===== src/rtl/mdu_issue_if.sv =====
// mdu_issue_if: E/D-stage request and MDU issue/stall status bundle for mdu_issue_ctrl.
interface mdu_issue_if;
  logic        e_valid;
  logic [3:0]  e_op;
  logic        d_md_use;
  logic [3:0]  mdu_op;
  logic        mdu_start;
  logic        busy;
  logic        stall;
  logic [31:0] stall_cnt;
  logic [31:0] op_cnt;
  logic        chk_err;
  modport master (
    output e_valid, e_op, d_md_use,
    input  mdu_op, mdu_start, busy, stall, stall_cnt, op_cnt, chk_err
  );
  modport slave (
    input  e_valid, e_op, d_md_use,
    output mdu_op, mdu_start, busy, stall, stall_cnt, op_cnt, chk_err
  );
endinterface


===== src/rtl/mdu_issue_ctrl.sv =====
// mdu_issue_ctrl: MDU op/start issue, occupancy mirror, D-stage stall and perf counters.
// Defining MDU_CHECK_EN adds a sticky chk_err for start collisions and undefined opcodes.
module mdu_issue_ctrl #(
  parameter int MUL_LAT = 5,
  parameter int DIV_LAT = 10,
  parameter int CNT_W   = 4
) (
  input logic clk,
  input logic reset,
  mdu_issue_if.slave io
);
  typedef enum logic [1:0] {IDLE, RUN_MUL, RUN_DIV} state_e;
  if (MUL_LAT < 1 || MUL_LAT > 15 || DIV_LAT < 1 || DIV_LAT > 15 ||
      (1 << CNT_W) <= (MUL_LAT > DIV_LAT ? MUL_LAT : DIV_LAT)) begin : g_bad_param
    $error("mdu_issue_ctrl: latency out of range or CNT_W too narrow");
  end
  state_e state_q, state_d;
  logic [CNT_W-1:0] cnt_q, cnt_d;
  logic [31:0] stall_cnt_q, stall_cnt_d, op_cnt_q, op_cnt_d;
  logic is_mul, is_div, start_req, busy, start, stall;
  always_comb begin
    is_mul    = io.e_op inside {4'd1, 4'd2, 4'd9, 4'd10};
    is_div    = io.e_op inside {4'd3, 4'd4};
    start_req = io.e_valid & (is_mul | is_div);
    busy      = state_q != IDLE;
    start     = start_req & ~busy;
    stall     = io.d_md_use & (start | busy);
  end
  // Countdown holds the remaining busy cycles; the cycle with cnt==1 is the last busy one.
  always_comb begin
    state_d = state_q;
    cnt_d   = cnt_q;
    if (state_q == IDLE) begin
      if (start) begin
        state_d = is_mul ? RUN_MUL : RUN_DIV;
        cnt_d   = is_mul ? CNT_W'(MUL_LAT) : CNT_W'(DIV_LAT);
      end
    end else if (cnt_q == CNT_W'(1)) begin
      state_d = IDLE;
      cnt_d   = '0;
    end else begin
      cnt_d = cnt_q - CNT_W'(1);
    end
    stall_cnt_d = (stall && !(&stall_cnt_q)) ? stall_cnt_q + 32'd1 : stall_cnt_q;
    op_cnt_d    = (start && !(&op_cnt_q)) ? op_cnt_q + 32'd1 : op_cnt_q;
  end
  always_ff @(posedge clk) begin
    if (reset) begin
      state_q     <= IDLE;
      cnt_q       <= '0;
      stall_cnt_q <= '0;
      op_cnt_q    <= '0;
    end else begin
      state_q     <= state_d;
      cnt_q       <= cnt_d;
      stall_cnt_q <= stall_cnt_d;
      op_cnt_q    <= op_cnt_d;
    end
  end
  assign io.mdu_op    = io.e_valid ? io.e_op : 4'd0;
  assign io.mdu_start = start;
  assign io.busy      = busy;
  assign io.stall     = stall;
  assign io.stall_cnt = stall_cnt_q;
  assign io.op_cnt    = op_cnt_q;
`ifdef MDU_CHECK_EN
  logic chk_err_q, chk_err_d, chk_hit;
  always_comb begin
    chk_hit   = io.e_valid & ((start_req & busy) | (io.e_op inside {[4'd11:4'd14]}));
    chk_err_d = chk_err_q | chk_hit;
  end
  always_ff @(posedge clk) begin
    if (reset) chk_err_q <= 1'b0;
    else chk_err_q <= chk_err_d;
  end
`ifndef SYNTHESIS
  always_ff @(posedge clk) begin
    if (!reset && chk_hit) $display("mdu_issue_ctrl: warning: MDU collision/undefined op at %0t", $time);
  end
`endif
  assign io.chk_err = chk_err_q;
`else
  assign io.chk_err = 1'b0;
`endif
endmodule


===== src/flat_wrapper.sv =====
// flat-port wrapper written by rule: the top's interface ports become plain ports
module mdu_issue_ctrl_flat 
#(
  parameter int MUL_LAT = 5,
  parameter int DIV_LAT = 10,
  parameter int CNT_W   = 4
)
  (clk, reset, io_e_valid, io_e_op, io_d_md_use, io_mdu_op, io_mdu_start, io_busy, io_stall, io_stall_cnt, io_op_cnt, io_chk_err);
  mdu_issue_if io_i ();
  input logic clk;
  input logic reset;
  input wire logic [$bits(io_i.e_valid)-1:0] io_e_valid;
  input wire logic [$bits(io_i.e_op)-1:0] io_e_op;
  input wire logic [$bits(io_i.d_md_use)-1:0] io_d_md_use;
  output wire logic [$bits(io_i.mdu_op)-1:0] io_mdu_op;
  output wire logic [$bits(io_i.mdu_start)-1:0] io_mdu_start;
  output wire logic [$bits(io_i.busy)-1:0] io_busy;
  output wire logic [$bits(io_i.stall)-1:0] io_stall;
  output wire logic [$bits(io_i.stall_cnt)-1:0] io_stall_cnt;
  output wire logic [$bits(io_i.op_cnt)-1:0] io_op_cnt;
  output wire logic [$bits(io_i.chk_err)-1:0] io_chk_err;
  assign io_i.e_valid = io_e_valid;
  assign io_i.e_op = io_e_op;
  assign io_i.d_md_use = io_d_md_use;
  assign io_mdu_op = io_i.mdu_op;
  assign io_mdu_start = io_i.mdu_start;
  assign io_busy = io_i.busy;
  assign io_stall = io_i.stall;
  assign io_stall_cnt = io_i.stall_cnt;
  assign io_op_cnt = io_i.op_cnt;
  assign io_chk_err = io_i.chk_err;
  mdu_issue_ctrl #(.MUL_LAT(MUL_LAT), .DIV_LAT(DIV_LAT), .CNT_W(CNT_W)) u_core (.clk(clk), .reset(reset), .io(io_i));
endmodule

===== config.mk =====
export PLATFORM = sky130hd
export DESIGN_NAME = mdu_issue_ctrl_flat
export DESIGN_NICKNAME = d
export VERILOG_FILES = /design/src/rtl/mdu_issue_if.sv /design/src/rtl/mdu_issue_ctrl.sv /design/src/flat_wrapper.sv
export SDC_FILE = /design/constraint.sdc
export NUM_CORES = 1
export LEC_CHECK = 0
export CAP_MARGIN = 10
export CORE_MARGIN = 2
export CORE_UTILIZATION = 56
export DETAILED_ROUTE_END_ITERATION = 16
export MAX_ROUTING_LAYER = met4
export PLACE_DENSITY_LB_ADDON = 0.08
export SYNTH_ARGS = -nofsm -noshare
export SYNTH_HDL_FRONTEND = slang
export SYNTH_SLANG_ARGS = --single-unit

===== constraint.sdc =====
create_clock -name clk -period 3.6 [get_ports clk]
set_clock_uncertainty 0.15 [all_clocks]
set_input_delay 0.54 -clock clk [delete_from_list [all_inputs] [get_ports clk]]
set_output_delay 0.54 -clock clk [all_outputs]
set_load 0.1 [all_outputs]

After elaboration in Yosys (flattened, before gate mapping)
Index checks and enable logic that the tools add are counted.
- flip-flop bits (word level): 70
- input port bits: 8
- logic and storage cells: 42
- add/subtract/negate cells: 3
- eq/ne operators: 8
- muxes and demuxes: 9
- bitwise operators: 6
- reductions and logical operators: 12
- operators with widths (kind ; number):
    32-bit by 1-bit adder with 32-bit output (second input constant) ; 2
    32-bit AND reduction ; 2
    4-bit two-way mux ; 5
    4-bit by 1-bit == test with 1-bit output (second input constant) ; 2
    4-bit by 2-bit == test with 1-bit output (second input constant) ; 2
    4-bit == test (second input constant) ; 2
    2-bit two-way mux ; 4
    2-bit nonzero test ; 3
    4-bit by 3-bit == test with 1-bit output (second input constant) ; 1
    4-bit nonzero test ; 1
    4-bit by 1-bit subtractor with 4-bit output (second input constant) ; 1
    1-bit AND ; 3
    1-bit logical AND ; 2
    1-bit logical NOT ; 2
    2-bit logical NOT ; 1
    2-bit by 1-bit inequality test with 1-bit output (second input constant) ; 1
    1-bit OR ; 2
    2-bit AND reduction ; 1
    1-bit NOT ; 1

Depth between registers and ports, before layout
Gate-level depths: netlist (run 1).
- depth after elaboration: 8
- depth in mapped cells: 8

Worst setup path before layout (run 1)
No wires, ideal clock.
- kind: flip-flop to flip-flop
- from: reg u_core.op_cnt_q[6] (netlist: u_core.io.op_cnt[6])
- to: reg u_core.op_cnt_q[1] (netlist: u_core.io.op_cnt[1])
- setup time: 0.071 ns
- data arrival time: 2.746 ns
- slack: 0.633 ns
- cell stages (with the launch flop): 8
- path buffers: 2
- clock period less this slack: 2.967 ns
- cell sequence: dfxtp_1 -> nand4_1 -> or4_1 -> nor3_2 -> buf_2 -> buf_2 -> o21ai_0 -> a21oi_1
- word-level cells in the longest chain between the ends: 3
- RTL lines (element ; line ; text):
    from (decl) ; mdu_issue_ctrl.sv:19 ; logic [31:0] stall_cnt_q, stall_cnt_d, op_cnt_q, op_cnt_d;
    from (signal assigned) ; mdu_issue_ctrl.sv:57 ; op_cnt_q <= op_cnt_d;
    32-bit AND reduction ; mdu_issue_ctrl.sv:45 ; op_cnt_d = (start && !(&op_cnt_q)) ? op_cnt_q + 32'd1 : op_cnt_q;
    1-bit logical NOT ; mdu_issue_ctrl.sv:45 ;
    1-bit logical AND ; mdu_issue_ctrl.sv:45 ;
Every way passes these cells.
A chain may end at the register's enable or synchronous reset.

Final worst setup path (run 1)
- from: in io_e_op[2]
- to: out io_mdu_start
- word-level cells in the longest chain between the ends: 5
- elaborated cells between the ends (all ways): 11
- those cells by class: eq/ne: 6; bitwise: 3; reduce/logical: 2
- RTL lines (element ; line ; text):
    from (decl) ; flat_wrapper.sv:13 ; input wire logic [$bits(io_i.e_op)-1:0] io_e_op;
    4-bit by 1-bit == test with 1-bit output (tied with other cells) ; mdu_issue_ctrl.sv:22 ; is_mul = io.e_op inside {4'd1, 4'd2, 4'd9, 4'd10};
    4-bit nonzero test / 2-bit nonzero test (equally long branches) ; mdu_issue_ctrl.sv:22, mdu_issue_ctrl.sv:23 ;
    1-bit OR * ; mdu_issue_ctrl.sv:24 ; start_req = io.e_valid & (is_mul | is_div);
    1-bit AND * ; mdu_issue_ctrl.sv:24 ;
    1-bit AND * ; mdu_issue_ctrl.sv:26 ; start = start_req & ~busy;
    to (decl) ; flat_wrapper.sv:16 ; output wire logic [$bits(io_i.mdu_start)-1:0] io_mdu_start;
Every way passes the cells marked *; elsewhere a longest branch is shown, timed or not.

==> flow_summary_export.csv, run 1 <==
group,metric,value,unit
run_status,status,"finished clean",
placement,dpl.cell_count,611,
power,power,1.67,mW
placement,dp.final_hpwl,6950,um
timing,worstMarginPinSlew,1.08,ns
die,dieHeight,87.3,um
synth,syn_inst,476,
timing,relSlewSlack,28.3,%
clock_tree,cts_hold_buf,0,
die,core,0.00676,mm^2
clock_tree,ctsLongestPathBuffers,2,
timing,rsz0062_at_grt,"no",
detailed_routing,vias,4113,
finish,final_cells,627,
finish,drive_gt1_share,9.51,%
detailed_routing,dr.pass1.iters,4,
placement,port_buffers,78,
setup_path,worstSetupPathType,"in2out",
clock_tree,cts.sinks,70,
finish,nets,554,
finish,final_cell_mix,"clkdlybuf4s50_1 (70), dfxtp_1 (70), a21oi_1 (60)",
synth,synth_cell_types,46,
power,p_leak,1.50,nW
global_routing,grt_overflow_total,0,
die,die_area,0.00762,mm^2
timing,period_minus_slack,3.25,ns
clock_tree,cts-resized-gates,0,
synth,async_flop_share,0,%
clock_tree,cts_setup_buffers,0,
synth,synth-edff-count,0,
synth,yosysSeqAreaShare,36.1,%
setup_path,worst_ep_arrival_time,2.56,ns
timing,drv_slew,0,
global_routing,met1_usage,36.5,%
die,floorplan.initialDensity,57.5,%
clock_tree,cts_made_buffers,9,
power,ir_worst_vdd,0.219,mV
detailed_routing,wl_per_cell,16.3,um
die,std_cell_rows,30,
clock_tree,path_clk_slew,0.07,ns
finish,antennaDiodeCount,0,
clock_tree,cts-root-buf,"clkbuf_8",
job,max_cap_violations,0,
global_routing,use_met3,3.51,%
placement,gp_congestion,0.827,
global_routing,grt_max_degree,58,
global_routing,first_global_vias,3586,
synth,synth-seq-cells,70,
detailed_routing,ant_nets,0,
timing,min_period_over_period,90.4,%
global_routing,met2_usage,41.7,%
power,power.density,343,mW/mm^2
clock_tree,cts_tree,"built",
global_routing,grt_pass1_wl,16400,um
timing,fmax,0.307,GHz
global_routing,antenna_found_initial,0,
finish,postLayoutCoreUtil,72.1,%
detailed_routing,via_per_inst,6.56,
synth,synth_area_per_cell,8.16,um^2
die,die_x,87.3,um
finish,fillCellCount,551,
timing,setup_tns,0,ns
synth,syn-cell-area,0.00388,mm^2
synth,synth_fp_nets,488,
clock_tree,clk_latency,0.35,ns
detailed_routing,first_iter_violations,250,
setup_path,path_max_fanout,9,
global_routing,grt_usage,27.2,%
worst_hold_path,hold_class,"reg2reg",
setup_path,cp-start-kind,"input port",
detailed_routing,drc,0,
finish,area_delta_synth_final,25.5,%
detailed_routing,wirelength,10200,um
timing,hold_viol,0,
synth,ys.flop_type,"dfxtp_1",
die,pin_count,80,
global_routing,top_usage_layer,"met2",
clock_tree,htreeDepth,3,
setup_path,required,2.91,ns
timing,setup-violations-final,0,
setup_path,setup.worst_path.end_class,"output pin",
synth,yosysWarnings,0,
[worst paths after layout]
path	cells past startpoint	slack, ns	to	start
max	6	0.35	io_mdu_start	io_e_op[2]
min	2	0.34	u_core.io.stall_cnt[31]	u_core.io.stall_cnt[31]
max reg2reg	6	0.98	u_core.io.op_cnt[5]	u_core.io.op_cnt[6]
min reg2reg	2	0.34	u_core.io.stall_cnt[31]	u_core.io.stall_cnt[31]
[where the power goes]
part / switching [mW] / total, mW / internal [mW]
Sequential: 0.0124 / 0.798 / 0.786
Combinational: 0.161 / 0.222 / 0.0607
Clock: 0.294 / 0.649 / 0.355
Total: 0.468 / 1.67 / 1.20
[registers in the layout, indices dropped and copies added, names as in the netlist]
| name | count |
|---|---|
| u_core.cnt_q | 4 |
| u_core.state_q | 2 |
| u_core.io.op_cnt | 32 |
| u_core.io.stall_cnt | 32 |
[through the flow]
stage               setup WS (ns)  hold WS [ns]  area [um^2]
floorplan                   0.633         0.311         3880
global placement            0.459         0.322         4670
detailed placement          0.367         0.335         4670
CTS                         0.364         0.344         4870
global route                0.224         0.378         4870
finish                      0.345         0.343         4870
[logic make-up (layout without fill, tap and decap cells)]
kind of cell / count (synthesis) / in the layout / share of synthesized area, %
AO/OA/AOI/OAI: 122 / 122 / 19.2
buffers and inverters: 40 / 111 / 4.80
adder cells (fa/ha/maj): 4 / 4 / 1.29
XOR/XNOR: 1 / 1 / 0.226
flip-flops: 70 / 70 / 36.1
other: 1 / 1 / 0.0966
AND/OR/NAND/NOR: 227 / 227 / 35.1
multiplexers: 11 / 11 / 3.19
[layout make-up]
type,count,area [um^2],share of cell area [%]
multi-input cells,366,2300,47.1
flip-flops and latches,70,1400,28.8
repair buffers,85,836,17.2
clock buffers,12,155,3.18
well taps,80,100,2.05
clock inverters,4,45.0,0.924
inverters,10,37.5,0.770
[worst max-delay path, cell delays in order]
cell and delay, ns:
clkdlybuf4s50_1 0.59, or4b_1 0.53, o211ai_2 0.25, nand2_1 0.30, inv_1 0.17, buf_12 0.18
[routing by layer]
metal	wire, um	vias to the layer above
met2	4980	133
li1	-	1985
met3	446	21
met1	4620	1974
met5	0	-
met4	155	0
[cells in the mapped netlist, drive strengths merged (3+ instances only)]
cell type,n,area [um^2]
a21oi,60,300
nand4,21,131
and4,8,70.1
dfxtp,70,1400
nor3,11,65.1
nor2,25,93.8
buf,11,76.3
nand3,34,183
o21ai,12,60.1
or3b,3,26.3
o31ai,41,308
clkbuf,19,72.6
and2,6,37.5
inv,10,37.5
nand2,26,105
or3,11,68.8
or4,43,323
mux2,11,124
ha,4,50.1
nor2b,11,68.8
nor4,11,68.8
and3,9,56.3
Power figures use the tool's default switching activity.
==> run 2: changes to the inputs <==
- SKIP_CTS_REPAIR_TIMING: unset -> 1
==> results of run 2 <==
Final layout, timing and power as in run 1 (identical DEF).
==> run 3: changes to the inputs <==
- REMOVE_ABC_BUFFERS: unset -> 1
==> run 3 against run 2 <==
Sequential power is essentially flat. Fmax grew 1.9%. Largest cell class unchanged. Critical endpoint unchanged. Largest power group unchanged. Sequential share of layout area grew 0.14 points.
==> flow_summary_export.csv, run 3 (same netlist as run 1, synthesis figures left out) <==
group,metric,value,unit
setup_path,setup.worst_path.end_class,"output pin",
setup_path,required,2.91,ns
finish,antennaDiodeCount,0,
die,floorplan.initialDensity,57.5,%
timing,setup_tns,0,ns
die,core,0.00676,mm^2
finish,final_cell_mix,"clkdlybuf4s50_1 (70), dfxtp_1 (70), a21oi_1 (60)",
clock_tree,cts-root-buf,"clkbuf_8",
timing,worstMarginPinSlew,0.986,ns
finish,fillCellCount,556,
timing,min_period_over_period,88.7,%
global_routing,grt_overflow_total,0,
clock_tree,htreeDepth,3,
setup_path,worst_ep_arrival_time,2.50,ns
global_routing,grt_usage,26.8,%
die,pin_count,80,
power,power.density,325,mW/mm^2
global_routing,grt_max_degree,52,
clock_tree,cts.sinks,70,
detailed_routing,ant_nets,0,
clock_tree,ctsLongestPathBuffers,2,
clock_tree,clk_latency,0.34,ns
clock_tree,cts_tree,"built",
clock_tree,cts_made_buffers,9,
finish,nets,556,
power,ir_worst_vdd,0.203,mV
global_routing,first_global_vias,3494,
placement,dpl.cell_count,613,
global_routing,grt_pass1_wl,16000,um
run_status,status,"finished clean",
timing,drv_slew,0,
detailed_routing,wl_per_cell,15.7,um
timing,relSlewSlack,34.1,%
detailed_routing,wirelength,9860,um
die,die_area,0.00762,mm^2
setup_path,crit_chain,"clkdlybuf4s50_1, or4b_1, o211ai_2, nand2_1, inv_1, buf_12",
power,p_leak,1.49,nW
timing,setup-violations-final,0,
die,std_cell_rows,30,
setup_path,cpPeakStageDelay,0.55,ns
detailed_routing,dr.pass1.iters,4,
die,die_x,87.3,um
timing,fmax,0.313,GHz
detailed_routing,drc,0,
detailed_routing,first_iter_violations,206,
setup_path,path_max_fanout,9,
timing,period_minus_slack,3.19,ns
global_routing,antenna_found_initial,0,
detailed_routing,vias,4060,
job,max_cap_violations,0,
die,dieHeight,87.3,um
placement,gp_congestion,0.867,
worst_hold_path,hold_class,"reg2reg",
setup_path,cp-start-kind,"input port",
placement,dp.final_hpwl,6920,um
finish,final_cells,626,
setup_path,crit_path_top_delay_cell,"clkdlybuf4s50_1",
placement,port_buffers,78,
timing,rsz0062_at_grt,"no",
clock_tree,path_clk_slew,0.07,ns
timing,hold_viol,0,
power,power,1.57,mW
finish,drive_gt1_share,9.52,%
finish,area_delta_synth_final,24.9,%
detailed_routing,via_per_inst,6.49,
setup_path,cp_top_family,"buffers and inverters",
setup_path,worstSetupPathType,"in2out",
setup_path,crit_buf_inv,3,
==> run 3: cell count changes in the layout (fill, tap and decap cells not counted), sizes merged <==
cell | before | now
clkbuf | 12 | 11
clkinv | 3 | 2
bufinv | 1 | 0
buf | 15 | 17
==> run 3: worst register-to-register path, cell delays in order (launching register included) <==
cell	delay [ns]
dfxtp_1	0.46
nand4_1	0.26
nor4_1	0.56
nand2_1	0.31
or4_1	0.54
a21oi_1	0.15
==> run 3: path summary, 6_finish.rpt <==
| check | slack (ns) | endpoint | cells past startpoint | from |
|---|---|---|---|---|
| setup / recovery | 0.41 | io_mdu_start | 6 | io_e_op[2] |
| hold reg to reg | 0.35 | u_core.state_q[0] | 2 | u_core.state_q[0] |
| setup reg to reg | 1.12 | u_core.io.op_cnt[26] | 5 | u_core.io.op_cnt[7] |
| hold / removal | 0.35 | u_core.state_q[0] | 2 | u_core.state_q[0] |
==> run 3: through the flow <==
stage          instance area [um^2]  util (%)  setup WS (ns)  hold WS [ns]
6_report                       4850      71.8          0.407         0.345
5_1_grt                        4850      71.8          0.313         0.364
4_1_cts                        4850      71.8          0.394         0.345
3_5_place_dp                   4690      69.4          0.407         0.335
3_3_place_gp                   4690      69.4          0.443         0.318
2_1_floorplan                  3730         -         -0.839         0.305
==> run 3: area by class of cell <==
class | count | area (um^2) | share of cell area (%)
clock buffers | 11 | 151 | 3.12
repair buffers | 87 | 851 | 17.5
well taps | 80 | 100 | 2.06
multi-input cells | 366 | 2300 | 47.4
clock inverters | 2 | 10.0 | 0.206
inverters | 10 | 37.5 | 0.774
flip-flops and latches | 70 | 1400 | 28.9
==> run 3: report_power, final <==
| part | total (mW) | leakage (nW) | switching, mW | internal (mW) |
|---|---|---|---|---|
| clock network | 0.552 | 0.0869 | 0.279 | 0.274 |
| logic | 0.222 | 0.842 | 0.160 | 0.0621 |
| registers | 0.799 | 0.565 | 0.0127 | 0.786 |
==> run 3: routing by layer <==
layer / share of wire, % / vias to the layer above / track usage, %
met5: 0 / - / -
met2: 47 / 141 / 40.8
met4: 1.8 / 0 / 10.1
met1: 45 / 1925 / 35.4
li1: - / 1973 / -
met3: 6.2 / 21 / 4.93
